[src/rtl/node_tracker.sv]
// node_tracker: fuses line-sensor bits into a debounced node decision,
// counts nodes and drives a steering correction on flagged turn nodes.
module node_tracker #(
  parameter int NUM_SENSORS     = 3,
  parameter int MIN_ACTIVE      = 2,
  parameter int SAMPLE_PERIOD   = 100000,
  parameter int CONFIRM_SAMPLES = 2,
  parameter int RELEASE_SAMPLES = 2,
  parameter int MAX_NODES       = 24,
  parameter int CNT_W           = 6,
  parameter int ERR_W           = 8,
  parameter int TURN_ERR        = -10,
  parameter int WRAP            = 0
) (
  input  logic                    clk_50,
  input  logic                    rst_n,
  input  logic                    en,
  input  logic                    clear,
  input  logic [NUM_SENSORS-1:0]  sensors,
  input  logic [MAX_NODES-1:0]    turn_mask,
  output logic [CNT_W-1:0]        nodes,
  output logic signed [ERR_W-1:0] error,
  output logic                    node_pulse,
  output logic                    on_node
);

  localparam int TW = (SAMPLE_PERIOD > 1) ?
                      $clog2(SAMPLE_PERIOD) : 1;
  localparam int HW = $clog2(CONFIRM_SAMPLES + 1);
  localparam int MW = $clog2(RELEASE_SAMPLES + 1);
  localparam int PW = $clog2(NUM_SENSORS + 1);

  localparam logic [TW-1:0]    T_LAST    = TW'(SAMPLE_PERIOD - 1);
  localparam logic [HW-1:0]    HIT_DONE  = HW'(CONFIRM_SAMPLES);
  localparam logic [MW-1:0]    MISS_DONE = MW'(RELEASE_SAMPLES);
  localparam logic [CNT_W-1:0] NODE_MAX  = CNT_W'(MAX_NODES);
  localparam logic [ERR_W-1:0] TURN_V    = ERR_W'(TURN_ERR);

  typedef enum logic [1:0] {
    SEARCH,
    CONFIRM,
    ON_NODE
  } state_t;

  state_t           state, state_nxt;
  logic [TW-1:0]    timer;
  logic [HW-1:0]    hit, hit_nxt;
  logic [MW-1:0]    miss, miss_nxt;
  logic [PW-1:0]    pop;
  logic [CNT_W-1:0] nodes_nxt;
  logic             det;
  logic             tick;
  logic             reg_node;
  logic             turn_hit;

  always_comb begin
    pop = '0;
    for (int i = 0; i < NUM_SENSORS; i++)
      pop = pop + PW'(sensors[i]);
  end

  assign det  = (pop >= PW'(MIN_ACTIVE));
  assign tick = en && (timer == T_LAST);

  always_comb begin
    state_nxt = state;
    hit_nxt   = hit;
    miss_nxt  = miss;
    reg_node  = 1'b0;
    if (tick) begin
      unique case (state)
        SEARCH: begin
          if (det) begin
            if (CONFIRM_SAMPLES == 1) begin
              reg_node  = 1'b1;
              state_nxt = ON_NODE;
              hit_nxt   = '0;
            end else begin
              hit_nxt   = HW'(1);
              state_nxt = CONFIRM;
            end
          end
        end
        CONFIRM: begin
          if (det) begin
            if (hit + HW'(1) == HIT_DONE) begin
              reg_node  = 1'b1;
              state_nxt = ON_NODE;
              hit_nxt   = '0;
            end else begin
              hit_nxt = hit + HW'(1);
            end
          end else begin
            hit_nxt   = '0;
            state_nxt = SEARCH;
          end
        end
        ON_NODE: begin
          if (!det) begin
            if (miss + MW'(1) == MISS_DONE) begin
              miss_nxt  = '0;
              state_nxt = SEARCH;
            end else begin
              miss_nxt = miss + MW'(1);
            end
          end else begin
            miss_nxt = '0;
          end
        end
        default: state_nxt = SEARCH;
      endcase
    end
  end

  always_comb begin
    nodes_nxt = nodes;
    if (reg_node) begin
      if (nodes == NODE_MAX)
        nodes_nxt = (WRAP == 1) ? CNT_W'(1) : nodes;
      else
        nodes_nxt = nodes + CNT_W'(1);
    end
  end

  // node k maps to mask bit k-1; node 0 shifts the bit out entirely
  assign turn_hit =
    |(turn_mask & (MAX_NODES'(1) << (nodes_nxt - CNT_W'(1))));

  always_ff @(posedge clk_50 or negedge rst_n) begin
    if (!rst_n) begin
      state      <= SEARCH;
      timer      <= '0;
      hit        <= '0;
      miss       <= '0;
      nodes      <= '0;
      error      <= '0;
      node_pulse <= 1'b0;
      on_node    <= 1'b0;
    end else if (clear) begin
      state      <= SEARCH;
      timer      <= '0;
      hit        <= '0;
      miss       <= '0;
      nodes      <= '0;
      error      <= '0;
      node_pulse <= 1'b0;
      on_node    <= 1'b0;
    end else if (en) begin
      timer      <= tick ? '0 : timer + TW'(1);
      state      <= state_nxt;
      hit        <= hit_nxt;
      miss       <= miss_nxt;
      nodes      <= nodes_nxt;
      node_pulse <= reg_node;
      on_node    <= (state_nxt == ON_NODE);
      error      <= (state_nxt == ON_NODE && turn_hit) ?
                    TURN_V : '0;
    end else begin
      node_pulse <= 1'b0;
    end
  end

endmodule

[config.mk]
export PLATFORM = sky130hd
export DESIGN_NAME = node_tracker
export DESIGN_NICKNAME = d
export VERILOG_FILES = /design/src/rtl/node_tracker.sv
export SDC_FILE = /design/constraint.sdc
export NUM_CORES = 1
export LEC_CHECK = 0
export CORE_UTILIZATION = 50
export CTS_CLUSTER_SIZE = 25
export DETAILED_ROUTE_END_ITERATION = 7
export PLACE_DENSITY = 0.78
export SYNTH_ARGS = -nofsm -noshare
export SYNTH_HDL_FRONTEND = slang
export SYNTH_SLANG_ARGS = --single-unit
[constraint.sdc]
create_clock -name clk_50 -period 4.17 [get_ports clk_50]
set_clock_uncertainty 0.05 [all_clocks]
set_input_delay 1.251 -clock clk_50 [delete_from_list [all_inputs] [get_ports clk_50]]
set_output_delay 1.251 -clock clk_50 [all_outputs]
set_load 0.05 [all_outputs]
; After elaboration in Yosys (flattened, before gate mapping)
; Index checks and enable logic that the tools add are counted.
[op_classes]
muxes = 40
addsub = 7
n_eq_ne = 8
magnitude_cmp = 1
bitwise = 1
shifts = 1
n_reduce_logical = 10
[op_table]
columns = cell, n
row1 = $mux W17, 3
row2 = $mux W2, 20
row3 = $and A24 B24 Y24, 1
row4 = $mux W6, 4
row5 = $mux W8, 3
row6 = $reduce_or A24 Y1, 1
row7 = $shl A1 B6 Y24 const A, 1
row8 = $add A17 B1 Y17 const B, 1
row9 = $eq A17 B17 Y1 const B, 1
row10 = $eq A2 B2 Y1 const B, 4
row11 = $mux W1, 8
row12 = $add A6 B1 Y6 const B, 1
row13 = $eq A6 B5 Y1 const B, 1
row14 = $pmux W2 S3, 1
row15 = $reduce_bool A2 Y1, 3
row16 = $sub A6 B1 Y6 const B, 1
row17 = $add A2 B1 Y2 const B, 2
row18 = $pmux W2 S2, 1
row19 = $reduce_and A4 Y1, 1
row20 = $ne A3 B3 Y1 const B, 1
row21 = $reduce_and A3 Y1, 1
row22 = $reduce_bool A3 Y1, 1
row23 = $add A1 B1 Y2, 1
row24 = $add A2 B1 Y2, 1
row25 = 4 further kinds, 5
[word_totals]
output_inout_bits = 16
register_bits = 39
input_bits = 31

; Depth between registers and ports, before layout
[depth]
ltp_word = 15
ltp_mapped = 12
ltp_nobuf = 11

; Worst setup path after synthesis
; No wires, ideal clock.
[synth_timing]
path_type = in2reg
start = input sensors[0]
end = register error[6]
path_stages = 10
arrival_ps = 3417
setup_time_ps = 122
path_buffers = 0
setup_slack_ps = 581
cell_sequence = ha_1 -> a21o_1 -> nand4_2 -> nor2_1 -> a41oi_1 -> nand3b_1 -> o311ai_0 -> o31ai_1 -> o2111ai_1 -> a32o_1
[synth_between]
elab_chain_len = 15
elab_cells_between_ends = 21
classes_between = 3 x add/sub / 1 x order compare / 1 x eq/ne / 1 x shift / 12 x mux / 1 x bitwise / 2 x reduce/logical
[synth_lines]
columns = element, line_no
row1 = "start, declared", 19  ; input logic [NUM_SENSORS-1:0] sensors,
row2 = $add A1 B1 Y2 (*), 59  ; pop = pop + PW'(sensors[i]);
row3 = $add A2 B1 Y2 (*), 59
row4 = $ge A2 B2 Y1 (*), 62  ; assign det = (pop >= PW'(MIN_ACTIVE));
row5 = $mux W1, 85  ; if (det) begin
row6 = $mux W1, 71  ; unique case (state)
row7 = $mux W1, 70  ; if (tick) begin
row8 = $mux W6, 117  ; if (reg_node) begin
row9 = $sub A6 B1 Y6, 127  ; |(turn_mask & (MAX_NODES'(1) << (nodes_nxt - CNT_W'(1))));
row10 = $shl A1 B6 Y24, 127
row11 = $and A24 B24 Y24, 127
row12 = $reduce_or A24 Y1, 127
row13 = $logic_and A1 B1 Y1 (*), 156  ; error <= (state_nxt == ON_NODE && turn_hit) ?
row14 = $mux W8 (*), 156
row15 = $mux W8 (*), 148  ; end else if (en) begin
row16 = $mux W8 (*), 139  ; end else if (clear) begin
row17 = "end signal, assigned", 156
row18 = "end, declared", 22  ; output logic signed [ERR_W-1:0] error,
; Every way passes the cells marked *; elsewhere a longest branch is shown, timed or not. The select of a mux whose other input is x is not followed.
; A chain may end at the register's enable or synchronous reset.

; Worst setup path in the final report
; Ends and elaborated chain as after synthesis.

==> impl_metrics.json <==
{
  "cp.arrival_ns": 3.96,
  "p_leak_nw": 1.25,
  "vias_per_cell": 5.91,
  "synth_flop_cell": "dfrtp_1",
  "synth.top_cell.area_share_pct": 34.2,
  "ant_nets": 0,
  "synthXorXnorAreaFrac_pct": 8.55,
  "grt_pass1_wl_mm": 9.75,
  "drc": 0,
  "grt_pass1_vias": 2025,
  "cts_resized": 0,
  "wl_per_cell_microns": 15.8,
  "clock.fmax_ghz": 0.261,
  "crit_chain": "clkdlybuf4s50_1 > ha_1 > a21o_1 > nand4_2 > buf_4 > o21ai_0 > nand2_1 > mux2i_1 > o311ai_0 > o31ai_1 > o2111ai_1 > a32o_1",
  "cp_data_required_time_ns": 4.30,
  "yosysSeqAreaShare_pct": 34.2,
  "path_buf_inv": 2,
  "synth-edff-count": 0,
  "switching_share_pct": 21.6,
  "p_comb_share_pct": 9.6,
  "setup_ws_ns": 0.339,
  "synthDistinctLibCells": 57,
  "avgSynthCellArea_sq_um": 8.55,
  "track_usage_pct": 24.9,
  "maxCapViolCount": 0,
  "synth_top_family_by_area": "simple AND/OR/NAND/NOR gates",
  "syn_inst": 274,
  "n_antenna_cell": 0,
  "drt_wl_total_mm": 5.88,
  "setup_tns_ns": 0,
  "async_flop_share_pct": 100,
  "power_frac_seq_pct": 44.3,
  "port_buffers": 44,
  "mostFrequentLayoutCells": "clkdlybuf4s50_1 (44), nor2_1 (37), nand2_1 (32), dfrtp_1 (32)",
  "core-area_sq_um": 4410,
  "cts_hold_buf": 0,
  "preCtsSetupSlack_ns": 0.0482,
  "slew_viol_final": 0,
  "finalHoldViolCount": 0,
  "htreeDepth": 2,
  "final_common_cell": "clkdlybuf4s50_1",
  "die_x_microns": 70.4,
  "vdd_ir_drop_max_uv": 177,
  "status": "complete, no violations",
  "grt_max_degree": 33,
  "drt_iter0_markers": 229,
  "relSlewSlack_pct": 59.3,
  "synth_warnings": 0,
  "cts.sinks": 32,
  "initial_utilization_pct": 53.1,
  "finalSetupViolCount": 0,
  "synth-simple-area-share_pct": 31.5,
  "die_h_microns": 70.4,
  "p_int_mw": 0.560,
  "finalCritPeriodShare_pct": 91.9,
  "cts_setup_buffers": 0,
  "end_kind": "register",
  "clk_latency_ns": 0.29,
  "worstPathMaxFanout": 5,
  "crit_slowest_cell": "clkdlybuf4s50_1",
  "gp_congestion": 0.846,
  "rsz0062_at_grt": "false",
  "critPathLaunchType": "input pin",
  "clk_pin_slew_ns": 0.07,
  "fin_crit_ns": 3.83,
  "drt_first_pass_iters": 4,
  "pin_count": 47,
  "clockRootBuffer": "clkbuf_8",
  "synth.area.mux_share_pct": 3.42,
  "r2r_setup_slack_ns": 0.83,
  "power_density_nw_per_um2": 242,
  "path_class": "in -> reg",
  "clockBufferDepth": 2,
  "pwr-share-clk_pct": 46.1,
  "die-area_sq_um": 4960,
  "met2WireLength_mm": 2.95,
  "synth_area_leaders": "dfrtp_1 (34%), nor2_1 (5.9%), xor2_1 (5.6%)",
  "layout.nets": 355,
  "area_delta_synth_final_pct": 26.0,
  "fin_area_sq_um": 2950,
  "syn_area_sq_um": 2340,
  "ys_seq_elements": 32,
  "yosys.area.top_type": "dfrtp_1",
  "crit_family": "compound AO/OA/AOI/OAI gates",
  "grt_overflow": 0,
  "antenna_found_initial": 0,
  "cts_tree": "yes",
  "synth-adder-area-share_pct": 2.14,
  "top_layer_used": "met4",
  "num_rows": 24,
  "cts_made_buffers": 5,
  "place_area_sq_um": 2820,
  "tightest_slew_ns": 0.610,
  "hold_class": "reg -> reg",
  "slowest_delay_ns": 0.41,
  "dr_wl_met3_microns": 310,
  "route.vias.total": 2204,
  "layout-drive-gt1-share_pct": 9.03,
  "post-dp-hpwl_mm": 4.34,
  "synth_compound_area_share_pct": 14.9,
  "power_switching_mw": 0.155,
  "wl_met1_mm": 2.57
}
==> power groups by stage <==
stage | logic, mW | registers, mW | clock network (mW)
2_1_floorplan | 0.0265 | 0.322 | 0
3_3_place_gp | 0.0670 | 0.322 | 0
3_5_place_dp | 0.0681 | 0.323 | 0
4_1_cts | 0.0687 | 0.317 | 0.338
5_1_grt | 0.0749 | 0.317 | 0.350
6_report | 0.0683 | 0.317 | 0.329
==> flip-flops by register name, indices dropped and copies added (netlist names) <==
name / count
nodes: 6
node_pulse: 1
timer: 17
on_node: 1
error: 1
miss: 2
hit: 2
state: 2
==> final timing paths <==
path | start | endpoint | depth (start not counted)
max | sensors[0] | error[6]$_DFFE_PN0N_ | 12
min | on_node$_DFFE_PN0N_ | on_node$_DFFE_PN0N_ | 2
max reg2reg | nodes[0]$_DFFE_PN0N_ | error[6]$_DFFE_PN0N_ | 10
min reg2reg | on_node$_DFFE_PN0N_ | on_node$_DFFE_PN0N_ | 2
max in group asynchronous | rst_n | nodes[4]$_DFFE_PN0N_ | 2
min in group asynchronous | rst_n | timer[12]$_DFFE_PN0N_ | 2
==> logic make-up (layout without fill, tap and decap cells) <==
kind of cell | after synthesis | in the layout
compound gates | 49 | 49
simple gates | 137 | 137
xor+xnor | 22 | 22
mux | 8 | 8
buf+inv | 21 | 67
flops | 32 | 32
fa+ha+maj | 4 | 4
other cells | 1 | 2
==> metal layers <==
metal	vias to the layer above	track usage (%)
met5	-	0
met4	0	6.44
met3	11	4.33
met2	74	41.2
met1	1052	33.4
li1	1067	-
==> area by class of cell <==
class                   instances  area [sq um]
flip-flops and latches         32           801
clock inverters                 1          30.0
repair buffers                 54           515
clock buffers                   7          96.3
fillers                       396          1460
well taps                      52          65.1
inverters                       5          18.8
multi-input cells             222          1420
==> per-stage QoR <==
stage	cells	hold slack, ns	utilization, %	power (mW)
final	373	0.437	66.8	0.715
after detailed placement	365	0.426	64.0	0.391
after CTS	373	0.442	66.8	0.723
after floorplan	275	0.426	-	0.349
after global placement	365	0.410	64.0	0.389
after global routing	373	0.490	66.8	0.742
==> worst reg2reg max path, stage by stage, from the launching register on <==
cell and delay (ns):
dfrtp_1 0.57, inv_2 0.26, ha_1 0.16, nor4bb_1 0.41, nand2_1 0.27, a41oi_1 0.57, nand3b_1 0.18, o311ai_0 0.13
o31ai_1 0.24, o2111ai_1 0.14, a32o_1 0.28
==> cells in the mapped netlist (all sizes together) (5+ instances only) <==
cell,count
xnor2,7
a21oi,12
mux2i,8
inv,5
nor2,37
buf,10
o21ai,11
xor2,15
clkbuf,6
nor3,8
nand2,32
and3,6
nand4,6
dfrtp,32
nand3,15
or3,6
(Power assumes the default switching activity.)
